$ cat src/rtl/hour_set_ctrl.sv
// -----------------------------------------------------------------------------
// hour_set_ctrl
//
// Control stage in front of the two hour digit counters of the alarm clock.
// It issues one-cycle LD/IN/Up/Enable commands to the hour-tens (0-1) counter
// and the hour-units (BCD) counter. It also reads both counter values back so
// that the hours follow 12,1,...,11,12, and it pulses the AM/PM flag on the
// 11->12 step. A button-driven SET mode debounces Set/Inc, steps once on an Inc
// press, and auto-repeats while Inc is held.
//
// Ports
//   Clk        system clock, rising edge
//   Clr        synchronous active-high reset
//   Tick       one-cycle hour carry from the minute stage
//   Btn_Set    raw asynchronous Set button (active high)
//   Btn_Inc    raw asynchronous Inc button (active high)
//   HT_Q       hour-tens counter value
//   HU_Q       hour-units counter value
//   HT_LD, HT_IN_0, HT_Up, HT_Enable   hour-tens command pulses
//   HU_LD, HU_IN, HU_Up, HU_Enable     hour-units command pulses
//   PM_Toggle  one-cycle pulse flipping the AM/PM flag
//   Setting    high while in SET mode (display blink)
//
// States
//   S_RUN        | normal timekeeping, Tick requests a step
//   S_SET_IDLE   | SET mode, waiting for an Inc press
//   S_SET_HOLD   | Inc held after its first step, counting towards auto-repeat
//   S_SET_REPEAT | auto-repeat, one step every REPEAT_CYCLES
// -----------------------------------------------------------------------------
module hour_set_ctrl #(
    parameter int DEB_CYCLES    = 4,
    parameter int HOLD_CYCLES   = 8,
    parameter int REPEAT_CYCLES = 4,
    parameter int CW            = 16
) (
    input  logic       Clk,
    input  logic       Clr,
    input  logic       Tick,
    input  logic       Btn_Set,
    input  logic       Btn_Inc,
    input  logic       HT_Q,
    input  logic [3:0] HU_Q,
    output logic       HT_LD,
    output logic       HT_IN_0,
    output logic       HT_Up,
    output logic       HT_Enable,
    output logic       HU_LD,
    output logic [3:0] HU_IN,
    output logic       HU_Up,
    output logic       HU_Enable,
    output logic       PM_Toggle,
    output logic       Setting
);

    // Degenerate parameter values are clamped so every timer still terminates.
    // A repeat period below 2 would collide with the pulse + settle window.
    localparam int DEB_EFF  = (DEB_CYCLES < 1)    ? 1 : DEB_CYCLES;
    localparam int HOLD_EFF = (HOLD_CYCLES < 1)   ? 1 : HOLD_CYCLES;
    localparam int REP_EFF  = (REPEAT_CYCLES < 2) ? 2 : REPEAT_CYCLES;

    localparam logic [CW-1:0] DEB_TC  = CW'(DEB_EFF - 1);
    localparam logic [CW-1:0] HOLD_TC = CW'(HOLD_EFF);
    localparam logic [CW-1:0] REP_TC  = CW'(REP_EFF);

    localparam int BTN_SET = 0;
    localparam int BTN_INC = 1;

    typedef enum logic [1:0] {
        S_RUN        = 2'd0,
        S_SET_IDLE   = 2'd1,
        S_SET_HOLD   = 2'd2,
        S_SET_REPEAT = 2'd3
    } state_t;

    function automatic logic [CW-1:0] sat_inc(input logic [CW-1:0] v);
        return (&v) ? v : v + CW'(1);
    endfunction

    // -------------------------------------------------------------------------
    // Button conditioning: 2-FF synchronizer followed by a stability counter.
    // -------------------------------------------------------------------------
    logic [1:0]    btn_raw;
    logic [1:0]    sync1_q;
    logic [1:0]    sync2_q;
    logic [1:0]    deb_q;
    logic [CW-1:0] deb_cnt_q [2];
    logic [1:0]    press;

    assign btn_raw[BTN_SET] = Btn_Set;
    assign btn_raw[BTN_INC] = Btn_Inc;

    always_ff @(posedge Clk) begin
        if (Clr) begin
            sync1_q <= '0;
            sync2_q <= '0;
            deb_q   <= '0;
            for (int i = 0; i < 2; i++) begin
                deb_cnt_q[i] <= '0;
            end
        end else begin
            sync1_q <= btn_raw;
            sync2_q <= sync1_q;
            for (int i = 0; i < 2; i++) begin
                if (sync2_q[i] == deb_q[i]) begin
                    deb_cnt_q[i] <= '0;
                end else if (deb_cnt_q[i] >= DEB_TC) begin
                    deb_q[i]     <= sync2_q[i];
                    deb_cnt_q[i] <= '0;
                end else begin
                    deb_cnt_q[i] <= sat_inc(deb_cnt_q[i]);
                end
            end
        end
    end

    // The press is flagged on the same edge that raises the debounced level,
    // so the FSM reacts without an extra edge-detect cycle.
    always_comb begin
        press = '0;
        for (int i = 0; i < 2; i++) begin
            press[i] = sync2_q[i] & ~deb_q[i] & (deb_cnt_q[i] >= DEB_TC);
        end
    end

    logic set_press;
    logic inc_press;
    logic inc_level;

    assign set_press = press[BTN_SET];
    assign inc_press = press[BTN_INC];
    assign inc_level = deb_q[BTN_INC];

    // -------------------------------------------------------------------------
    // Mode FSM
    // -------------------------------------------------------------------------
    state_t        state_q;
    state_t        state_d;
    logic [CW-1:0] tmr_q;
    logic [CW-1:0] tmr_d;
    logic [CW-1:0] tmr_inc;
    logic          step_req;

    always_ff @(posedge Clk) begin
        if (Clr) begin
            state_q <= S_RUN;
            tmr_q   <= '0;
        end else begin
            state_q <= state_d;
            tmr_q   <= tmr_d;
        end
    end

    always_comb begin
        state_d  = state_q;
        tmr_d    = tmr_q;
        step_req = 1'b0;
        tmr_inc  = sat_inc(tmr_q);
        case (state_q)
            S_RUN: begin
                // A Tick in the same cycle as a Set press is still honoured.
                step_req = Tick;
                if (set_press) begin
                    state_d = S_SET_IDLE;
                end
            end
            S_SET_IDLE: begin
                if (set_press) begin
                    state_d = S_RUN;
                end else if (inc_press) begin
                    step_req = 1'b1;
                    state_d  = S_SET_HOLD;
                    tmr_d    = '0;
                end
            end
            S_SET_HOLD: begin
                if (set_press) begin
                    state_d = S_RUN;
                end else if (!inc_level) begin
                    state_d = S_SET_IDLE;
                end else if (tmr_inc >= HOLD_TC) begin
                    state_d = S_SET_REPEAT;
                    tmr_d   = '0;
                end else begin
                    tmr_d = tmr_inc;
                end
            end
            S_SET_REPEAT: begin
                if (set_press) begin
                    state_d = S_RUN;
                end else if (!inc_level) begin
                    state_d = S_SET_IDLE;
                end else if (tmr_inc >= REP_TC) begin
                    step_req = 1'b1;
                    tmr_d    = '0;
                end else begin
                    tmr_d = tmr_inc;
                end
            end
            default: begin
                state_d = S_RUN;
            end
        endcase
    end

    assign Setting = (state_q != S_RUN);

    // -------------------------------------------------------------------------
    // Step decode from the current counter feedback.
    // -------------------------------------------------------------------------
    logic       d_ht_ld;
    logic       d_ht_in_0;
    logic       d_ht_up;
    logic       d_ht_en;
    logic       d_hu_ld;
    logic [3:0] d_hu_in;
    logic       d_hu_up;
    logic       d_hu_en;
    logic       d_pm;
    logic       fb_invalid;

    assign fb_invalid = HT_Q ? (HU_Q > 4'd2) : ((HU_Q == 4'd0) || (HU_Q > 4'd9));

    always_comb begin
        d_ht_ld   = 1'b0;
        d_ht_in_0 = 1'b0;
        d_ht_up   = 1'b0;
        d_ht_en   = 1'b0;
        d_hu_ld   = 1'b0;
        d_hu_in   = 4'd0;
        d_hu_up   = 1'b0;
        d_hu_en   = 1'b0;
        d_pm      = 1'b0;
        if (fb_invalid) begin
            // Recover to 12 without touching AM/PM.
            d_ht_ld   = 1'b1;
            d_ht_in_0 = 1'b1;
            d_ht_en   = 1'b1;
            d_hu_ld   = 1'b1;
            d_hu_in   = 4'd2;
            d_hu_en   = 1'b1;
        end else if (!HT_Q && HU_Q == 4'd9) begin
            d_hu_ld = 1'b1;
            d_hu_en = 1'b1;
            d_ht_up = 1'b1;
            d_ht_en = 1'b1;
        end else if (HT_Q && HU_Q == 4'd1) begin
            d_hu_up = 1'b1;
            d_hu_en = 1'b1;
            d_pm    = 1'b1;
        end else if (HT_Q && HU_Q == 4'd2) begin
            d_ht_ld = 1'b1;
            d_ht_en = 1'b1;
            d_hu_ld = 1'b1;
            d_hu_in = 4'd1;
            d_hu_en = 1'b1;
        end else begin
            d_hu_up = 1'b1;
            d_hu_en = 1'b1;
        end
    end

    // -------------------------------------------------------------------------
    // Step issue with busy guard.
    // busy_q: 2 = pulse cycle, 1 = settle cycle, 0 = idle. A request seen during
    // the pulse cycle is parked in pend_q and fires at the end of the settle
    // cycle. A request seen during the settle cycle fires at that same point, so
    // the feedback sampled there is always post-update. Anything beyond one
    // outstanding request is dropped.
    // -------------------------------------------------------------------------
    logic [1:0] busy_q;
    logic       pend_q;
    logic       issue;

    assign issue = (busy_q != 2'd2) && (step_req || pend_q);

    always_ff @(posedge Clk) begin
        if (Clr) begin
            busy_q    <= 2'd0;
            pend_q    <= 1'b0;
            HT_LD     <= 1'b0;
            HT_IN_0   <= 1'b0;
            HT_Up     <= 1'b0;
            HT_Enable <= 1'b0;
            HU_LD     <= 1'b0;
            HU_IN     <= 4'd0;
            HU_Up     <= 1'b0;
            HU_Enable <= 1'b0;
            PM_Toggle <= 1'b0;
        end else if (issue) begin
            busy_q    <= 2'd2;
            pend_q    <= 1'b0;
            HT_LD     <= d_ht_ld;
            HT_IN_0   <= d_ht_in_0;
            HT_Up     <= d_ht_up;
            HT_Enable <= d_ht_en;
            HU_LD     <= d_hu_ld;
            HU_IN     <= d_hu_in;
            HU_Up     <= d_hu_up;
            HU_Enable <= d_hu_en;
            PM_Toggle <= d_pm;
        end else begin
            HT_LD     <= 1'b0;
            HT_IN_0   <= 1'b0;
            HT_Up     <= 1'b0;
            HT_Enable <= 1'b0;
            HU_LD     <= 1'b0;
            HU_IN     <= 4'd0;
            HU_Up     <= 1'b0;
            HU_Enable <= 1'b0;
            PM_Toggle <= 1'b0;
            if (busy_q != 2'd0) begin
                busy_q <= busy_q - 2'd1;
            end
            if (busy_q == 2'd2 && step_req) begin
                pend_q <= 1'b1;
            end
        end
    end

endmodule
$ cat config.mk
export PLATFORM = sky130hd
export DESIGN_NAME = hour_set_ctrl
export DESIGN_NICKNAME = d
export VERILOG_FILES = /design/src/rtl/hour_set_ctrl.sv
export SDC_FILE = /design/constraint.sdc
export NUM_CORES = 1
export LEC_CHECK = 0
export CAP_MARGIN = 20
export CELL_PAD_IN_SITES_DETAIL_PLACEMENT = 0
export CELL_PAD_IN_SITES_GLOBAL_PLACEMENT = 1
export CORE_ASPECT_RATIO = 0.8
export CORE_MARGIN = 2
export CORE_UTILIZATION = 41
export CTS_BUF_LIST = sky130_fd_sc_hd__clkbuf_16
export DETAILED_ROUTE_END_ITERATION = 8
export GPL_TIMING_DRIVEN = 0
export PLACE_DENSITY = 0.73
export SLEW_MARGIN = 15
export SYNTH_ARGS = -nofsm -noshare
export SYNTH_HDL_FRONTEND = slang
export SYNTH_SLANG_ARGS = --single-unit
$ cat constraint.sdc
create_clock -name Clk -period 1.9 [get_ports Clk]
set_input_delay 0.285 -clock Clk [delete_from_list [all_inputs] [get_ports Clk]]
set_output_delay 0.285 -clock Clk [all_outputs]
set_load 0.05 [all_outputs]
# --- Word-level counts from Yosys, hierarchy flattened ---
# Memory sizes are Yosys's and may differ from the RTL's.
# Index checks and enable logic that the tools add are counted.
totals:
  reg_bits: 38
  inputBits: 10
  ram_bits: 32
  out_inout_bits: 13
  wordCells: 166
  memories: 1
mem_list:
  columns: ["name", "depth", "width", "rd", "rd_ports_with_merged_regs", "write_ports", "line_no", "text"]
  rows:
  - ["deb_cnt_q", 2, 16, 2, 0, 2, "86", "logic [CW-1:0] deb_cnt_q [2];"]
classes:
  n_mux: 76
  n_bitwise: 15
  n_reduce_logical: 26
  n_addsub: 4
  magnitude_cmp: 6
  n_eq_ne: 20
op_table:
  columns: ["operator", "n"]
  rows:
  - ["16-bit two-way mux", 17]
  - ["16-bit by 1-bit adder with 16-bit output (second input constant)", 3]
  - ["16-bit case mux with 3 select lines", 1]
  - ["16-bit AND reduction", 3]
  - ["1-bit two-way mux", 45]
  - ["16-bit by 2-bit greater-or-equal comparator with 1-bit output (second input constant)", 2]
  - ["2-bit two-way mux", 11]
  - ["16-bit by 3-bit greater-or-equal comparator with 1-bit output (second input constant)", 1]
  - ["16-bit by 4-bit greater-or-equal comparator with 1-bit output (second input constant)", 1]
  - ["2-bit != test (second input constant)", 8]
  - ["2-bit case mux with 4 select lines", 1]
  - ["7-bit AND reduction", 1]
  - ["2-bit equality test (second input constant)", 3]
  - ["3-bit != test (second input constant)", 2]
  - ["1-bit OR", 6]
  - ["2-bit nonzero test", 3]
  - ["1-bit logical AND", 5]
  - ["1-bit NOT", 5]
  - ["5-bit OR reduction", 1]
  - ["1-bit bitwise AND", 4]
  - ["4-bit by 1-bit equality test with 1-bit output (second input constant)", 1]
  - ["4-bit by 2-bit equality test with 1-bit output (second input constant)", 1]
  - ["4-bit equality test (second input constant)", 1]
  - ["4-bit by 2-bit greater-than comparator with 1-bit output (second input constant)", 1]
  - ["other kinds (16)", 20]

# --- Logic depth before layout (Yosys ltp) ---
# Gate-level depths: netlist of run 1.
depth:
  word_depth: 11
  depth_mapped: 10
  mapped_depth_nobuf: 8

# --- Least setup slack after synthesis of run 1 ---
# OpenSTA, ideal clock, no wires.
synth_path:
  path_kind: "register to register"
  start: "memory deb_cnt_q[0][0]"
  end: "register HT_Up"
  t_arrival_ns: 1.938
  setup_ns: 0.092
  path_slack_ns: -0.130
  path_buffers: 1
  required_ns: 1.808
  stages_incl_launch_ff: 10
  synth_period_minus_slack_ns: 2.030
  path_cell_list: "edfxtp_1 > ha_1 > nor4_1 > nand4_1 > and2_0 > buf_2 > o21a_1 > nor3_4 > o31ai_4 > nor4_1"
synth_rtl:
  columns: ["element", "line_no", "text"]
  rows:
  - ["start: declaration", "86", null]
  - ["end signal: assignment", "294", "HT_Up <= d_ht_up;"]
  - ["end: declaration", "45", "output logic HT_Up,"]

# --- Worst setup path after layout of run 1 ---
layout_path:
  start: "register tmr_q[1]"
  end: "register HU_LD"
layout_between:
  elab_chain_cells: 11
  word_cells_on_any_way: 12
  cone_classes: "1 x add/sub; 1 x order compare; 5 x mux; 1 x bitwise; 4 x reduce/logical"
layout_lines:
  columns: ["element", "line_no", "text"]
  rows:
  - ["start: declaration", "138", "logic [CW-1:0] tmr_q;"]
  - ["start signal: assignment", "149", "tmr_q <= tmr_d;"]
  - ["16-bit by 1-bit adder with 16-bit output or 16-bit AND reduction (tied branches)", "76", "return (&v) ? v : v + CW'(1);"]
  - ["16-bit two-way mux (*)", "76", null]
  - ["16-bit by 3-bit greater-or-equal comparator with 1-bit output (*)", "192", "end else if (tmr_inc >= REP_TC) begin"]
  - ["1-bit two-way mux (*)", "192", null]
  - ["1-bit two-way mux (*)", "190", "end else if (!inc_level) begin"]
  - ["1-bit two-way mux (*)", "188", "if (set_press) begin"]
  - ["1-bit case mux with 3 select lines (*)", "158", "case (state_q)"]
  - ["1-bit logical OR (*)", "274", "assign issue = (busy_q != 2'd2) && (step_req || pend_q);"]
  - ["1-bit logical AND (*)", "274", null]
  - ["1-bit NOT (no line) (*)", null, null]
  - ["2-bit OR reduction (no line) (*)", null, null]
  - ["end signal: assignment", "296", "HU_LD <= d_hu_ld;"]
  - ["end: declaration", "47", "output logic HU_LD,"]
# Every way passes the cells marked *; elsewhere a longest branch is shown, timed or not.
# A chain may end at the register's enable or synchronous reset.

==> results.ini, run 1 <==
[worst_setup_path]
ff2ff_path_depth = 10
critPathKind = flip-flop to flip-flop
critPathBufInv = 2
critPathLaunch = tmr_q[1]
crit_path_start_kind = flip-flop
crit_fanout = 7
path_delay_family = compound AO/OA/AOI/OAI gates
crit_chain = ha_4 > and3_4 > and2_4 > a22oi_2 > a211oi_2 > nand4b_4 > o31ai_4 > buf_12 > buf_6 > nor2b_1
cp.arrival_ns = 2.36
r2r_start = tmr_q[1]
reg2reg_to = HU_LD
worstSetupEndpointType = flip-flop
cp_slowest_cell = dfxtp_4
reg2reg_slack_ns = -0.23
slowest_delay_ns = 0.37
cp_data_required_time_ns = 2.13

[detailed_routing]
drt_iter0_drc = 68
firstDrtPassIters = 4
vias_per_cell = 4.64
detail-route-antenna-nets = 0
drc_errors = 0
wl_per_cell_um = 11.7
vias = 2088
wirelength_um = 5280

[clock_tree]
clk_pin_slew_worst_paths_ns = 0.06
clock_latency_ns = 0.33
clock-root-buffer = clkbuf_16
cts_htree_levels = 3
cts_buffers = 9
clock_sinks = 67
clockBufferDepth = 2
cts_tree = built

[synthesis]
ys_seq_elements = 67
avgSynthCellArea_um2 = 11.5
synth_area_leaders = edfxtp_1 34%, dfxtp_1 25%, and2_1 2.9%
synth_edf_count = 32
yosysSeqAreaShare_pct = 59.6
yosysTopAreaCellShare_pct = 34.5
synthArstFlopShare_pct = 0
synth_warnings = 0
ys_types = 54
synth_area_mm2 = 0.00279
yosysTopAreaCell = edfxtp_1
synth_ff_type = dfxtp_1
synth_cells = 242

[min_path]
min_to = sync2_q[0]
hp-class = input port to flip-flop
hp-start = Clr
worstHoldPathCells = 2

[power]
power.switching_w = 0.000802
combPwrFrac_pct = 6.3
clockPowerShare_pct = 48.0
power_density_mw_per_mm2 = 853
switching_share_pct = 22.9
ir_drop_mv = 0.615
pwr-share-seq_pct = 45.6
p_leak_nw = 1.63
p_int_w = 0.00270

[sta]
finalCritPeriodShare_pct = 112
fin_ws_ns = -0.234
rsz0062_at_grt = yes
fmax_ghz = 0.469
slew_viol_final = 0
max_slew.worst_pin.slew_ns = 0.623
setup_viol = 23
slew_headroom_pct = 58.5
fin_skew_ns = 0.00645
post-route-min-period_ns = 2.13
hold_viol = 0

[placement]
hpwl_um = 3290
gp_congestion = 0.729
dp_slack_ns = -0.511
io_buffers = 19
dpl.cell_count = 405
dpl-instance-area_mm2 = 0.00335

[floorplan]
dieArea_mm2 = 0.00748
die_x_um = 96.2
coreArea_mm2 = 0.00647
start_util_pct = 43.0
die_h_um = 77.7
core.rowCount = 26
ioPinCount = 23

[final_layout]
final_nets = 376
final_core_utilization_pct = 63.4
syn_to_final_growth_pct = 47.4
stdcell_count = 450
layout-drive-gt1-share_pct = 29.5
antenna_cells = 0
final_common_cell = conb_1
layout_common_cells = 62 x conb_1, 32 x edfxtp_1, 27 x buf_4
finalInstanceArea_mm2 = 0.00411
fillers = 515

[outcome]
failed_checks = negative setup slack
outcome = finished with violations

[global_route]
grt_use_total_pct = 15.1
grt.overflow.total = 0
grt_pass1_wl_um = 8450
grt_max_degree = 15
antenna_found_initial = 0
grt_pass1_vias = 1906

[flow_run]
drv_cap = 0

stage by stage:
stage                     hold slack (ns)  total power, W  TNS [ns]
after floorplan                     0.360         0.00175    -0.200
after CTS                           0.395         0.00355     -4.46
final                               0.431         0.00350     -2.47
after global routing                0.450         0.00364     -4.72
after detailed placement            0.428         0.00181     -9.57
after global placement              0.418         0.00181     -9.49
registers in the layout (all words and copies together) (netlist names), 2 cells and up:
name	count
state_q	2
busy_q	2
tmr_q	16
sync2_q	2
deb_q	2
sync1_q	2
deb_cnt_q	32
worst reg2reg max path, stage by stage, from the launching register on:
cell,delay [ns]
dfxtp_4,0.37
ha_4,0.13
and3_4,0.19
and2_4,0.16
a22oi_2,0.07
a211oi_2,0.31
nand4b_4,0.19
o31ai_4,0.31
buf_12,0.17
buf_6,0.10
nor2b_1,0.03
cell families (layout without fill, tap and decap cells):
group	Yosys count	after routing	synth area share, %
XOR/XNOR	3	3	0.943
adder cells (fa/ha/maj)	5	5	2.25
multiplexers	2	2	0.763
AO/OA/AOI/OAI	43	43	10.9
other	2	62	0.270
AND/OR/NAND/NOR	104	104	22.5
flip-flops	67	67	59.6
buffers and inverters	16	80	2.74
synth_stat cells, types with 2 or more instances:
cell / count
nor4_1: 11
or3_1: 2
inv_1: 8
buf_4: 4
or2_2: 2
nor4b_1: 2
o211ai_1: 2
nand2_1: 11
nand4_1: 4
and3_1: 2
and2_1: 13
xnor2_1: 3
clkbuf_1: 3
a21oi_1: 8
o31ai_1: 2
and4_1: 2
edfxtp_1: 32
nor2b_1: 9
nor2_1: 14
and4_4: 2
a211oi_1: 2
ha_1: 5
conb_1: 2
nand2b_1: 3
and3_2: 2
nand3_1: 7
dfxtp_1: 35
o21ai_0: 9
a31oi_1: 7
nor3_1: 10
metal layers:
metal | vias to the layer above | GRT usage [%] | wire length, um
li1 | 1080 | - | -
met1 | 963 | 19.3 | 2520
met2 | 41 | 22.6 | 2470
met3 | 4 | 6.99 | 238
met4 | 0 | 5.14 | 51
met5 | - | 0 | 0
cell type report:
| cell class | count | area [um2] | area share, % |
|---|---|---|---|
| Tap cell | 84 | 105 | 2.56 |
| Clock buffer | 9 | 225 | 5.48 |
| Clock inverter | 7 | 82.6 | 2.01 |
| Timing Repair Buffer | 49 | 445 | 10.8 |
| Inverter | 8 | 30.0 | 0.731 |
| Sequential cell | 67 | 1700 | 41.4 |
| Multi-Input combinational cell | 219 | 1470 | 35.8 |
| Buffer | 7 | 48.8 | 1.19 |
worst max-delay path by stage:
stage	end	cells past startpoint	slack [ns]
2_1_floorplan	HT_Up	9	-0.09
5_1_grt	HU_Up	9	-0.31
6_report	HU_LD	10	-0.23
3_3_place_gp	HU_IN[0]	9	-0.51
4_1_cts	tmr_q[0]	10	-0.27
3_5_place_dp	HU_IN[0]	9	-0.51
power groups by stage:
stage               sequential [W]  clock, W  combinational [W]
CTS                        0.00160   0.00173           0.000210
finish                     0.00160   0.00168           0.000222
global route               0.00160   0.00179           0.000245
detailed placement         0.00163         0           0.000179
global placement           0.00163         0           0.000178
floorplan                  0.00164         0           0.000108
repair_timing:
action                                  in CTS  in global routing
hold buffers                                 0                  0
gates resized for setup                     42                 21
pin swaps                                   15                 22
endpoints found under the setup margin      27                 27
setup buffers                               18                 12
Note: power is estimated with default switching activity, not from simulation.
==> run 2: changes to the inputs <==
MAX_ROUTING_LAYER = met4   (was default)
SLEW_MARGIN = 20   (was 15)
==> run 2 against run 1 <==
  * Critical endpoint unchanged
  * Clock skew is 0.00068 ns lower
  * Final area stayed put
  * Largest cell class unchanged
  * Sequential share of layout area stayed put
  * Setup slack better by 0.0011 ns
  * Via count hardly changed
  * Highest routed layer unchanged
  * Clock power hardly changed
  * Clock-buffer cell count stayed put
  * The run still ends with negative setup slack left
  * Die area stayed put
==> results.ini, run 2 (same netlist as run 1, synthesis figures left out) <==
[placement]
gp_congestion = 0.738
dpl.cell_count = 405
hpwl_um = 3290
dp_slack_ns = -0.511
io_buffers = 19

[floorplan]
die_x_um = 96.2
ioPinCount = 23
start_util_pct = 43.0
core.rowCount = 26
die_h_um = 77.7
coreArea_mm2 = 0.00647
dieArea_mm2 = 0.00748

[clock_tree]
clock_sinks = 67
cts_buffers = 9
cts_tree = built
clk_pin_slew_worst_paths_ns = 0.06
clockBufferDepth = 2
cts_hold_buf = 0
clock_latency_ns = 0.33
cts_htree_levels = 3
clock-root-buffer = clkbuf_16

[sta]
setup_viol = 23
slew_headroom_pct = 58.5
fin_skew_ns = 0.00577
post-route-min-period_ns = 2.13
finalCritPeriodShare_pct = 112
slew_viol_final = 0
rsz0062_at_grt = yes
fin_ws_ns = -0.233
hold_viol = 0
fmax_ghz = 0.469
totalNegativeSetupSlack_ns = -2.44
max_slew.worst_pin.slew_ns = 0.623

[worst_setup_path]
crit_fanout = 7
r2r_start = tmr_q[1]
reg2reg_to = HU_LD
critPathKind = flip-flop to flip-flop
cp_data_required_time_ns = 2.13
worstSetupEndpointType = flip-flop
reg2reg_slack_ns = -0.23
ff2ff_path_depth = 10
cp.arrival_ns = 2.36
crit_path_start_kind = flip-flop

[global_route]
antenna_found_initial = 0
grt_pass1_wl_um = 8440
grt_pass1_vias = 1908
grt_max_degree = 15
grt_use_total_pct = 15.5
grt.overflow.total = 0

[final_layout]
final_core_utilization_pct = 63.4
layout_common_cells = 62 x conb_1, 32 x edfxtp_1, 27 x buf_4
largest_reg_flops = 32
syn_to_final_growth_pct = 47.4
final_nets = 376
layout-drive-gt1-share_pct = 29.5
antenna_cells = 0
reg_top3 = deb_cnt_q (32), tmr_q (16)
regMostFlops = deb_cnt_q
final_common_cell = conb_1
stdcell_count = 450

[detailed_routing]
drc_errors = 0
detail-route-antenna-nets = 0
firstDrtPassIters = 4
drt_iter0_drc = 69
vias = 2087
wl_per_cell_um = 11.7
wirelength_um = 5260
vias_per_cell = 4.64

[power]
power_density_mw_per_mm2 = 852
ir_drop_mv = 0.612
p_leak_nw = 1.63
p_total_w = 0.00350

[min_path]
hp-class = input port to flip-flop
worstHoldPathCells = 2
hp-start = Clr
min_to = sync2_q[0]

[outcome]
failed_checks = negative setup slack
outcome = finished with violations

[flow_run]
drv_cap = 0

==> run 2: cell counts in the layout (fill, tap and decap cells not counted) <==
Identical to the previous run, type by type.
==> run 2: worst max path at each step <==
| stage | startpoint | endpoint | slack, ns |
|---|---|---|---|
| 6_report | tmr_q[1] | HU_LD | -0.23 |
| 3_3_place_gp | deb_cnt_q[0][0] | HU_IN[0] | -0.51 |
| 5_1_grt | tmr_q[4] | HU_Up | -0.31 |
| 4_1_cts | deb_cnt_q[0][0] | tmr_q[0] | -0.27 |
| 2_1_floorplan | deb_cnt_q[0][0] | HT_Up | -0.09 |
| 3_5_place_dp | deb_cnt_q[0][0] | HU_IN[0] | -0.51 |
==> run 2: metal layers <==
metal	vias up	part of all wire, %	GRT usage [%]
met5	-	0	-
met4	0	1.4	6.00
met3	5	4.0	6.12
met2	32	46	22.6
met1	971	48	19.3
li1	1079	-	-
==> run 2: timing repair <==
item	in CTS	in global routing
hold endpoints to repair	0	0
setup endpoints to repair	27	27
resized for setup	42	21
pin swaps	15	22
setup buffers	18	12
==> run 2: cell type report <==
cell class	count	area (um2)
Fill cell	515	2370
Sequential cell	67	1700
Multi-Input combinational cell	219	1470
Timing Repair Buffer	49	445
Clock buffer	9	225
Tap cell	84	105
Clock inverter	7	82.6
Buffer	7	48.8
Inverter	8	30.0
==> run 2: power breakdown <==
| group | leakage, nW | switching (W) | internal (W) |
|---|---|---|---|
| registers | 0.608 | 0.0000265 | 0.00157 |
| logic | 0.879 | 0.000131 | 0.0000910 |
| clock network | 0.145 | 0.000642 | 0.00104 |
==> run 2: critical path, cell delays in order (launching register included) <==
cell and delay [ns]:
dfxtp_4 0.37, ha_4 0.13, and3_4 0.19, and2_4 0.16, a22oi_2 0.07, a211oi_2 0.31
nand4b_4 0.19, o31ai_4 0.31, buf_12 0.17, buf_6 0.10, nor2b_1 0.03
==> run 2: per-stage QoR <==
| step | hold slack (ns) | cell area, um2 |
|---|---|---|
| 3_5_place_dp | 0.428 | 3350 |
| 5_1_grt | 0.450 | 4110 |
| 3_3_place_gp | 0.418 | 3350 |
| 2_1_floorplan | 0.360 | 3060 |
| 4_1_cts | 0.395 | 3950 |
| 6_report | 0.429 | 4110 |
